$ cat config.mk
export PLATFORM = sky130hd
export DESIGN_NAME = pwm_duty_sequencer_flat
export DESIGN_NICKNAME = d
export VERILOG_FILES = /design/src/rtl/pwm_ctrl_pkg.sv /design/src/rtl/pwm_duty_sequencer_if.sv /design/src/rtl/key_debounce.sv /design/src/rtl/pwm_duty_sequencer.sv /design/src/flat_wrapper.sv
export SDC_FILE = /design/constraint.sdc
export NUM_CORES = 1
export LEC_CHECK = 0
export BUFFER_PORTS_ARGS = -buffer_cell sky130_fd_sc_hd__buf_2
export CORE_MARGIN = 1.5
export CORE_UTILIZATION = 45
export DETAILED_ROUTE_END_ITERATION = 12
export GPL_TIMING_DRIVEN = 0
export SYNTH_ARGS = -nofsm -noshare
export SYNTH_HDL_FRONTEND = slang
export SYNTH_SLANG_ARGS = --single-unit
$ cat constraint.sdc
create_clock -name clock -period 8.25 [get_ports clock]
set_clock_uncertainty 0.05 [all_clocks]
set_input_delay 0.825 -clock clock [delete_from_list [all_inputs] [get_ports clock]]
set_output_delay 0.825 -clock clock [all_outputs]
set_load 0.05 [all_outputs]
$ cat src/rtl/pwm_ctrl_pkg.sv
// Shared definitions for the PWM duty controller: duty width, preset table
// and the ramp FSM state encoding.
package pwm_ctrl_pkg;

  localparam int PWM_RES    = 8;
  localparam int NUM_LEVELS = 5;

  typedef enum logic [1:0] {
    IDLE      = 2'd0,
    RAMP_UP   = 2'd1,
    RAMP_DOWN = 2'd2
  } state_t;

  // Preset duty for each level index; out-of-range indices map to off.
  function automatic logic [7:0] level_to_duty(input logic [2:0] idx);
    case (idx)
      3'd0:    return 8'd0;
      3'd1:    return 8'd64;
      3'd2:    return 8'd128;
      3'd3:    return 8'd191;
      3'd4:    return 8'd255;
      default: return 8'd0;
    endcase
  endfunction

  // Cyclic advance through the preset levels.
  function automatic logic [2:0] next_level(input logic [2:0] idx);
    return (idx == 3'(NUM_LEVELS - 1)) ? 3'd0 : idx + 3'd1;
  endfunction

endpackage

$ cat src/rtl/pwm_duty_sequencer_if.sv
// Control/status bundle between the duty sequencer and the PWM datapath.
// master: the sequencer (takes enable/key, produces tick and duty).
// slave:  the consumer side (board switches/keys and PWM datapath).
interface pwm_duty_sequencer_if #(
  parameter int PWM_RES = pwm_ctrl_pkg::PWM_RES
);
  logic               enable;
  logic               key_n;
  logic               pwm_tick;
  logic [PWM_RES-1:0] pwm_count;
  logic [2:0]         level;
  logic               busy;

  modport master (
    input  enable, key_n,
    output pwm_tick, pwm_count, level, busy
  );

  modport slave (
    output enable, key_n,
    input  pwm_tick, pwm_count, level, busy
  );
endinterface

$ cat src/rtl/key_debounce.sv
// Push-button conditioner: 2-FF synchroniser, stability counter and a
// one-cycle press strobe on the accepted 1->0 transition.
module key_debounce #(
  parameter int DEBOUNCE_CYCLES = 1000000
) (
  input  logic clock,
  input  logic reset,
  input  logic key_n,
  output logic press_evt
);
  localparam int DW = $clog2(DEBOUNCE_CYCLES > 1 ? DEBOUNCE_CYCLES : 2);

  logic          sync_1;
  logic          sync_2;
  logic          stable;
  logic [DW-1:0] cnt;
  logic          settled;

  // The synchronised input has differed from the stable value long enough.
  assign settled   = (sync_2 != stable) && (cnt == DW'(DEBOUNCE_CYCLES - 1));
  assign press_evt = settled && !sync_2;

  // Synchronise the raw key and qualify level changes by their duration.
  // NOTE: non-blocking assignments make every flop sample pre-edge values,
  // which is what lets sync_1 -> sync_2 behave as a two-stage pipeline.
  always_ff @(posedge clock) begin
    if (reset) begin
      sync_1 <= 1'b1;
      sync_2 <= 1'b1;
      stable <= 1'b1;
      cnt    <= '0;
    end else begin
      sync_1 <= key_n;
      sync_2 <= sync_1;
      if (sync_2 == stable) begin
        cnt <= '0;
      end else if (settled) begin
        stable <= sync_2;
        cnt    <= '0;
      end else begin
        cnt <= cnt + 1'b1;
      end
    end
  end

endmodule

$ cat src/rtl/pwm_duty_sequencer.sv
// Steps one PWM channel through preset duty levels on debounced key presses,
// slewing the compare value one LSB per ramp interval, and generates the
// PWM counter enable strobe.
module pwm_duty_sequencer
  import pwm_ctrl_pkg::*;
#(
  parameter int CLK_DIV         = 100000,
  parameter int DEBOUNCE_CYCLES = 1000000,
  parameter int RAMP_DIV        = 50000,
  parameter int PWM_RES         = pwm_ctrl_pkg::PWM_RES
) (
  input logic                  clock,
  input logic                  reset,
  pwm_duty_sequencer_if.master bus
);
  localparam int TW = $clog2(CLK_DIV > 1 ? CLK_DIV : 2);
  localparam int RW = $clog2(RAMP_DIV > 1 ? RAMP_DIV : 2);

  logic               press_evt;
  logic [2:0]         level;
  logic [TW-1:0]      tick_cnt;
  logic [RW-1:0]      ramp_cnt;
  logic               ramp_evt;
  logic [PWM_RES-1:0] target;
  logic [PWM_RES-1:0] count;
  logic [PWM_RES-1:0] count_next;
  state_t             state;
  state_t             state_next;

  key_debounce #(
    .DEBOUNCE_CYCLES(DEBOUNCE_CYCLES)
  ) u_key_debounce (
    .clock    (clock),
    .reset    (reset),
    .key_n    (bus.key_n),
    .press_evt(press_evt)
  );

  assign target   = PWM_RES'(level_to_duty(level));
  assign ramp_evt = (state != IDLE) && (ramp_cnt == RW'(RAMP_DIV - 1));

  // Level selection and the free-running tick prescaler.
  always_ff @(posedge clock) begin
    if (reset) begin
      level    <= '0;
      tick_cnt <= '0;
    end else begin
      if (press_evt && bus.enable) level <= next_level(level);
      if (!bus.enable || tick_cnt == TW'(CLK_DIV - 1)) tick_cnt <= '0;
      else                                             tick_cnt <= tick_cnt + 1'b1;
    end
  end

  // Step in the current direction, then pick the direction from the result,
  // so a simultaneous retarget only steers the following steps.
  // NOTE: defaults first keep this block free of inferred latches.
  always_comb begin
    count_next = count;
    state_next = state;
    case (state)
      RAMP_UP:   if (ramp_evt && count != '1) count_next = count + 1'b1;
      RAMP_DOWN: if (ramp_evt && count != '0) count_next = count - 1'b1;
      default:   ;
    endcase
    if (count_next < target)      state_next = RAMP_UP;
    else if (count_next > target) state_next = RAMP_DOWN;
    else                          state_next = IDLE;
    if (!bus.enable) begin
      state_next = IDLE;
      count_next = '0;
    end
  end

  // FSM state, duty value and ramp interval divider.
  always_ff @(posedge clock) begin
    if (reset) begin
      state    <= IDLE;
      count    <= '0;
      ramp_cnt <= '0;
    end else begin
      state <= state_next;
      count <= count_next;
      if (state == IDLE || ramp_evt || !bus.enable) ramp_cnt <= '0;
      else                                          ramp_cnt <= ramp_cnt + 1'b1;
    end
  end

  assign bus.pwm_tick  = bus.enable && (tick_cnt == TW'(CLK_DIV - 1));
  assign bus.pwm_count = count;
  assign bus.level     = level;
  assign bus.busy      = (state != IDLE);

endmodule

$ cat src/flat_wrapper.sv
// flat-port wrapper written by rule: the top's interface ports become plain ports
module pwm_duty_sequencer_flat import pwm_ctrl_pkg::*;
#(
  parameter int CLK_DIV         = 100000,
  parameter int DEBOUNCE_CYCLES = 1000000,
  parameter int RAMP_DIV        = 50000,
  parameter int PWM_RES         = pwm_ctrl_pkg::PWM_RES
)
  (clock, reset, bus_enable, bus_key_n, bus_pwm_tick, bus_pwm_count, bus_level, bus_busy);
  pwm_duty_sequencer_if #(.PWM_RES(PWM_RES)) bus_i ();
  input logic clock;
  input logic reset;
  input wire logic [$bits(bus_i.enable)-1:0] bus_enable;
  input wire logic [$bits(bus_i.key_n)-1:0] bus_key_n;
  output wire logic [$bits(bus_i.pwm_tick)-1:0] bus_pwm_tick;
  output wire logic [$bits(bus_i.pwm_count)-1:0] bus_pwm_count;
  output wire logic [$bits(bus_i.level)-1:0] bus_level;
  output wire logic [$bits(bus_i.busy)-1:0] bus_busy;
  assign bus_i.enable = bus_enable;
  assign bus_i.key_n = bus_key_n;
  assign bus_pwm_tick = bus_i.pwm_tick;
  assign bus_pwm_count = bus_i.pwm_count;
  assign bus_level = bus_i.level;
  assign bus_busy = bus_i.busy;
  pwm_duty_sequencer #(.CLK_DIV(CLK_DIV), .DEBOUNCE_CYCLES(DEBOUNCE_CYCLES), .RAMP_DIV(RAMP_DIV), .PWM_RES(PWM_RES)) u_core (.clock(clock), .reset(reset), .bus(bus_i));
endmodule
==> impl_metrics.yaml, run 1 <==
outcome:
  status: "finished, final reports clean"
placement:
  io_buffers: 16
  routabilityCongestion: 0.903
  dp_hpwl_um: 5650
yosys:
  syn-num-nets: 483
  synth-compound-area-share_pct: 8.44
  yosysWarnings: 0
  synth_fa_ha_area_share_pct: 6.95
  syn_area_mm2: 0.00378
  synth-simple-area-share_pct: 32.1
  postSynthAreaPerCell_um2: 8.25
  synth_top_family_by_area: "simple AND/OR/NAND/NOR gates"
  ys_async_sr_fraction_pct: 0
  synth_xor_area_share_pct: 11.4
  yosys_register_bits: 69
  yosys-top-cells-count: "nor2_1 (72), dfxtp_1 (69), nand2_1 (34), nand3_1 (30), xnor2_1 (25)"
  synth_edf_count: 0
  synth_top_area_share_pct: 36.6
  synth_top_area_cell: "dfxtp_1"
  synth_most_common_cell: "nor2_1"
  synth-main-ff-cell: "dfxtp_1"
  ys_types: 47
  synth_mux_area_share_pct: 1.06
  synth_area_leaders: "dfxtp_1 (37%), nor2_1 (7.2%), ha_1 (7.0%)"
  yosysSeqAreaShare_pct: 36.6
  syn_inst: 458
global_route:
  grt_pass1_vias: 3017
  use_met2_pct: 29.6
  met1_usage_pct: 25.5
  grt_overflow_total: 0
  grt_pass1_wl_um: 13600
  antenna_found_initial: 0
  grt_max_degree: 14
  grt.busiest_layer: "met2"
  globalRouteMet3Util_pct: 4.51
  grt_use_total_pct: 19.1
sta:
  fmax_mhz: 266
  tightest_slew_ns: 0.874
  slew_violations: 0
  post-route-period-util_pct: 45.5
  finalSetupViolCount: 0
  maxSlewHeadroom_pct: 41.2
  fin_crit_ns: 3.76
  grt_setup_unrepaired: "false"
  fin_setup_tns_ns: 0
  hold_viol_final: 0
setup_path:
  critical_path.top_delay_family: "simple AND/OR/NAND/NOR gates"
  r2r_cells: 11
  path_common_cell: "a21o_1"
  crit_chain: "or4b_4, or4_4, buf_6, or4_1, a31oi_1, o21ai_1, ha_1, a21o_1, a21o_1, a21o_1, o221a_2"
  slowest_delay_ns: 0.58
  worst_setup_path_end_kind: "flop"
  crit_buf_inv: 1
  cp-start-kind: "flop"
  crit_fanout: 8
  cpMaxStageDelayCell: "or4b_4"
  required_ns: 8.44
  cp.depth: 11
  worst-setup-path-type: "flop to flop"
  crit_arrival_ns: 3.95
clock_tree:
  cts_tree: "built"
  postCtsSetupBuffers: 0
  path_clk_slew_ns: 0.08
  cts_htree_levels: 3
  cts_made_buffers: 9
  clockBufferDepth: 2
  cts.repair.resized: 0
  cts.sinks: 69
  hold_buffers: 0
  root_buffer: "clkbuf_8"
  worstSkewPairLatency_ns: 0.35
hold_path:
  min-delay-path-class: "flop to flop"
  hold_path_depth: 1
detailed_routing:
  drc_errors: 0
  vias: 3217
  ant_nets: 0
  post_drt_wl_per_cell_um: 13.2
  vias_per_cell: 5.41
  routed_wl_um: 7870
  dr.first_iter.drc_count: 117
  dr.pass1.iters: 4
power_and_ir_drop:
  p_total_uw: 622
  leakage_uw: 0.00142
  switching_share_pct: 23.4
  seq_power_share_pct: 53.8
  cellPowerDensity_mw_per_mm2: 148
  p_int_uw: 477
  peakVddDrop_uv: 98.0
  combPwrFrac_pct: 1.2
  power_frac_clock_pct: 45.0
  p_sw_uw: 145
floorplan:
  coreArea_mm2: 0.00818
  dieArea_mm2: 0.00896
  start_util_pct: 46.2
  die_w_um: 94.6
  io_pins: 17
  rows: 33
  die_h_um: 94.6
job:
  max_cap_viol_count: 0
layout:
  nets: 510
  diodes: 0
  area_growth_pct: 10.8
  postLayoutCoreUtil_pct: 51.2
  drive_gt1_share_pct: 8.98
  fillers: 838
-- final cells by class --
type	count	area, µm²	area share [%]
multi-input cells	355	2260	54.0
flip-flops and latches	69	1380	33.0
well taps	105	131	3.14
clock buffers	9	124	2.96
repair buffers	16	80.1	1.91
clock inverters	7	73.8	1.76
inverters	19	71.3	1.70
plain buffers	15	63.8	1.52
-- power groups by stage --
stage	combinational (µW)	clock, µW	sequential (µW)
after floorplan	4.44	0	342
after detailed placement	7.54	0	342
after CTS	7.55	288	335
after global routing	8.52	303	335
final	7.39	280	335
after global placement	7.43	0	342
-- worst register-to-register path: stages, from the launching register on --
cell and delay (ns):
dfxtp_1 0.35, or4b_4 0.58, or4_4 0.53, buf_6 0.16
or4_1 0.52, a31oi_1 0.25, o21ai_1 0.11, ha_1 0.32
a21o_1 0.17, a21o_1 0.17, a21o_1 0.19, o221a_2 0.26
-- flip-flops by register name, summed over array words and instances (netlist names) --
signal                        flops
u_core.tick_cnt                  17
u_core.u_key_debounce.sync_2      1
u_core.bus.pwm_count              8
u_core.u_key_debounce.stable      1
u_core.u_key_debounce.cnt        20
u_core.u_key_debounce.sync_1      1
u_core.bus.level                  3
u_core.ramp_cnt                  16
u_core.state                      2
-- cell usage in the layout, fill, tap and decap left out, types with 3 or more instances in the layout --
cell type,netlist,layout
a21o_1,5,5
a21oi_1,15,15
a31oi_1,7,7
and2_1,5,5
and3_1,5,5
and4_1,6,6
buf_2,0,16
clkbuf_1,14,14
clkbuf_8,0,9
dfxtp_1,69,69
ha_1,21,21
inv_1,19,19
mux2i_1,4,4
nand2_1,34,34
nand2b_1,5,5
nand3_1,30,30
nand4_1,14,14
nand4b_1,3,3
nor2_1,72,72
nor2b_1,6,6
nor3_1,16,16
nor4_1,12,12
nor4b_1,3,3
o21ai_0,3,3
or2_2,4,4
or3_1,5,5
or4_1,5,5
xnor2_1,25,25
xor2_1,24,24
-- worst paths after layout --
check	startpoint	end	slack [ns]
setup / recovery	u_core.ramp_cnt[10]	u_core.state[1]	4.49
hold / removal	u_core.u_key_debounce.sync_1	u_core.u_key_debounce.sync_2	0.38
setup reg to reg	u_core.ramp_cnt[10]	u_core.state[1]	4.49
hold reg to reg	u_core.u_key_debounce.sync_1	u_core.u_key_debounce.sync_2	0.38
-- per-stage QoR --
step,setup slack (ns),instances,instance area [µm²],hold WS (ns)
floorplan,4.72,458,3780,0.339
detailed placement,4.53,579,3990,0.362
CTS,4.50,595,4190,0.380
global placement,4.53,579,3990,0.343
global route,4.36,595,4190,0.393
finish,4.49,595,4190,0.378
-- routing by layer --
metal  vias to the layer above  routed length [µm]
met5                         -                   0
met4                         0                  68
met3                         8                 358
met2                        66                3520
met1                      1475                3930
li1                       1668                   -
-- cells by family (layout without fill, tap and decap cells) --
family	Yosys count	after routing
adders and majority gates	21	21
buffers and inverters	34	66
muxes	4	4
xor gates and xnor gates	49	49
DFF	69	69
AOI/OAI and AO/OA	48	48
and+or+nand+nor	233	233
Note: power is estimated with default switching activity, not from simulation.
==> run 2, diff against run 1 <==
==> constraint.sdc (replaced) <==
create_clock -name clock -period 3.25 [get_ports clock]
set_clock_uncertainty 0.05 [all_clocks]
set_input_delay 0.325 -clock clock [delete_from_list [all_inputs] [get_ports clock]]
set_output_delay 0.325 -clock clock [all_outputs]
set_load 0.05 [all_outputs]
==> run 2 against run 1 <==
Net effect:
- the run now ends with negative setup slack left
- final cell count up 1.7%
- global-route usage rose by 0.80 points
- first-iteration DRC count rose by 3.4%
- sequential power grew to 2.5 times the previous value
- non-clock buffer count up 11
- critical path depth down 1
- combinational power grew to 2.5 times the previous value
- power rose to 2.6 times the previous value
- clock power grew to 2.8 times the previous value
- critical path type unchanged
==> impl_metrics.yaml, run 2 (synthesis results as in run 1) <==
power_and_ir_drop:
  combPwrFrac_pct: 1.1
  switching_share_pct: 20.8
  p_int_uw: 1300
  cellPowerDensity_mw_per_mm2: 374
  peakVddDrop_uv: 261
  power_frac_clock_pct: 47.3
  leakage_uw: 0.00153
  seq_power_share_pct: 51.6
  p_sw_uw: 342
job:
  max_cap_viol_count: 0
clock_tree:
  path_clk_slew_ns: 0.08
  worstSkewPairLatency_ns: 0.34
  root_buffer: "clkbuf_8"
  clockBufferDepth: 2
  cts.sinks: 69
  cts_htree_levels: 3
  cts_made_buffers: 9
  cts_tree: "built"
setup_path:
  cpMaxStageDelayCell: "or4_4"
  crit_fanout: 4
  path_common_cell: "a21o_1"
  crit_buf_inv: 0
  r2r_slack_ns: -0.14
  crit_chain: "or4b_4, or4_4, or4_4, a31oi_4, o21ai_2, ha_1, a21o_1, a21o_1, a21o_1, o221a_2"
  slowest_delay_ns: 0.56
  cp-start-kind: "flop"
  critical_path.top_delay_family: "simple AND/OR/NAND/NOR gates"
  worst-setup-path-type: "flop to flop"
  crit_arrival_ns: 3.57
  worst_setup_path_end_kind: "flop"
  required_ns: 3.43
layout:
  final_cell_mix: "nor2_1 (72), dfxtp_1 (62), nand2_1 (34)"
  drive_gt1_share_pct: 15.0
  reg_top3: "u_core.u_key_debounce.cnt x20, u_core.tick_cnt x17, u_core.ramp_cnt x16"
  largest_register_ffs: 20
  multi_input_comb_area_mm2: 0.00236
  nets: 521
  area_growth_pct: 16.6
  regMostFlops: "u_core.u_key_debounce.cnt"
  diodes: 0
  fillers: 788
  postLayoutCoreUtil_pct: 53.9
  mostFrequentLayoutCell: "nor2_1"
  regArea_mm2: 0.00139
sta:
  fin_crit_ns: 3.39
  fin_setup_tns_ns: -0.242
  hold_viol_final: 0
  fin_ws_ns: -0.138
  slew_violations: 0
  grt_setup_unrepaired: "true"
  tightest_slew_ns: 0.867
  maxSlewHeadroom_pct: 41.6
  post-route-period-util_pct: 104
  finalSetupViolCount: 2
  fmax_mhz: 295
placement:
  dp_hpwl_um: 5620
  io_buffers: 16
  pre_cts_ws_ns: -0.348
  routabilityCongestion: 0.863
global_route:
  use_met2_pct: 32.0
  grt_use_total_pct: 19.9
  grt_pass1_wl_um: 14200
  antenna_found_initial: 0
  grt_pass1_vias: 3081
  grt_overflow_total: 0
  globalRouteMet3Util_pct: 4.51
  grt_max_degree: 13
  grt.busiest_layer: "met2"
  met1_usage_pct: 25.7
floorplan:
  dieArea_mm2: 0.00896
  start_util_pct: 46.2
  die_w_um: 94.6
  die_h_um: 94.6
  rows: 33
  coreArea_mm2: 0.00818
  io_pins: 17
detailed_routing:
  dr.first_iter.drc_count: 121
  post_drt_wl_per_cell_um: 13.2
  vias: 3279
  vias_per_cell: 5.42
  routed_wl_um: 7990
  drc_errors: 0
  dr.pass1.iters: 4
  ant_nets: 0
outcome:
  violations: "negative setup slack"
  status: "complete, but fails checks"
hold_path:
  min-delay-path-class: "input pin to flop"
-- run 2: layer usage --
layer,up-vias,routed length [µm]
met4,0,131
li1,1691,-
met5,-,0
met1,1517,3820
met3,12,301
met2,59,3740
-- run 2: cell type report --
class | instances | area share (%)
flip-flops and latches | 69 | 31.6
well taps | 105 | 2.98
clock inverters | 5 | 1.93
inverters | 19 | 1.62
repair buffers | 29 | 4.03
multi-input cells | 355 | 53.5
clock buffers | 10 | 3.13
plain buffers | 13 | 1.22
-- run 2: worst paths after layout --
kind | endpoint | start | cells past startpoint
hold / removal | u_core.u_key_debounce.sync_1 | bus_key_n | 2
setup / recovery | u_core.state[1] | u_core.ramp_cnt[10] | 10
hold reg to reg | u_core.u_key_debounce.sync_2 | u_core.u_key_debounce.sync_1 | 1
setup reg to reg | u_core.state[1] | u_core.ramp_cnt[10] | 10
-- run 2: worst register-to-register path, cell delays in order, from the launching register on --
cell and delay [ns]:
dfxtp_2 0.34, or4b_4 0.54, or4_4 0.56, or4_4 0.45, a31oi_4 0.20, o21ai_2 0.08, ha_1 0.30, a21o_1 0.18
a21o_1 0.15, a21o_1 0.16, o221a_2 0.27
-- run 2: timing repair --
action,4_1_cts,5_1_grt
setup endpoints to repair,2,2
resized for setup,15,11
setup buffers,7,6
pin swaps,7,4
hold endpoints to repair,0,0
hold buffers,0,0
-- run 2: through the flow --
stage               hold WS [ns]  instances  instance area, µm²  power (µW)
finish                     0.113        605                4400        1650
detailed placement         0.367        579                3990         888
global placement           0.359        579                3990         888
CTS                       0.0928        599                4320        1670
floorplan                  0.339        458                3780         880
global route               0.109        605                4400        1710
-- run 2: power by group through the flow --
stage / registers [µW] / logic, µW / clock network [µW]
floorplan: 869 / 11.3 / 0
CTS: 849 / 19.0 / 802
global route: 849 / 21.6 / 837
detailed placement: 869 / 18.7 / 0
global placement: 869 / 18.8 / 0
finish: 849 / 18.5 / 779
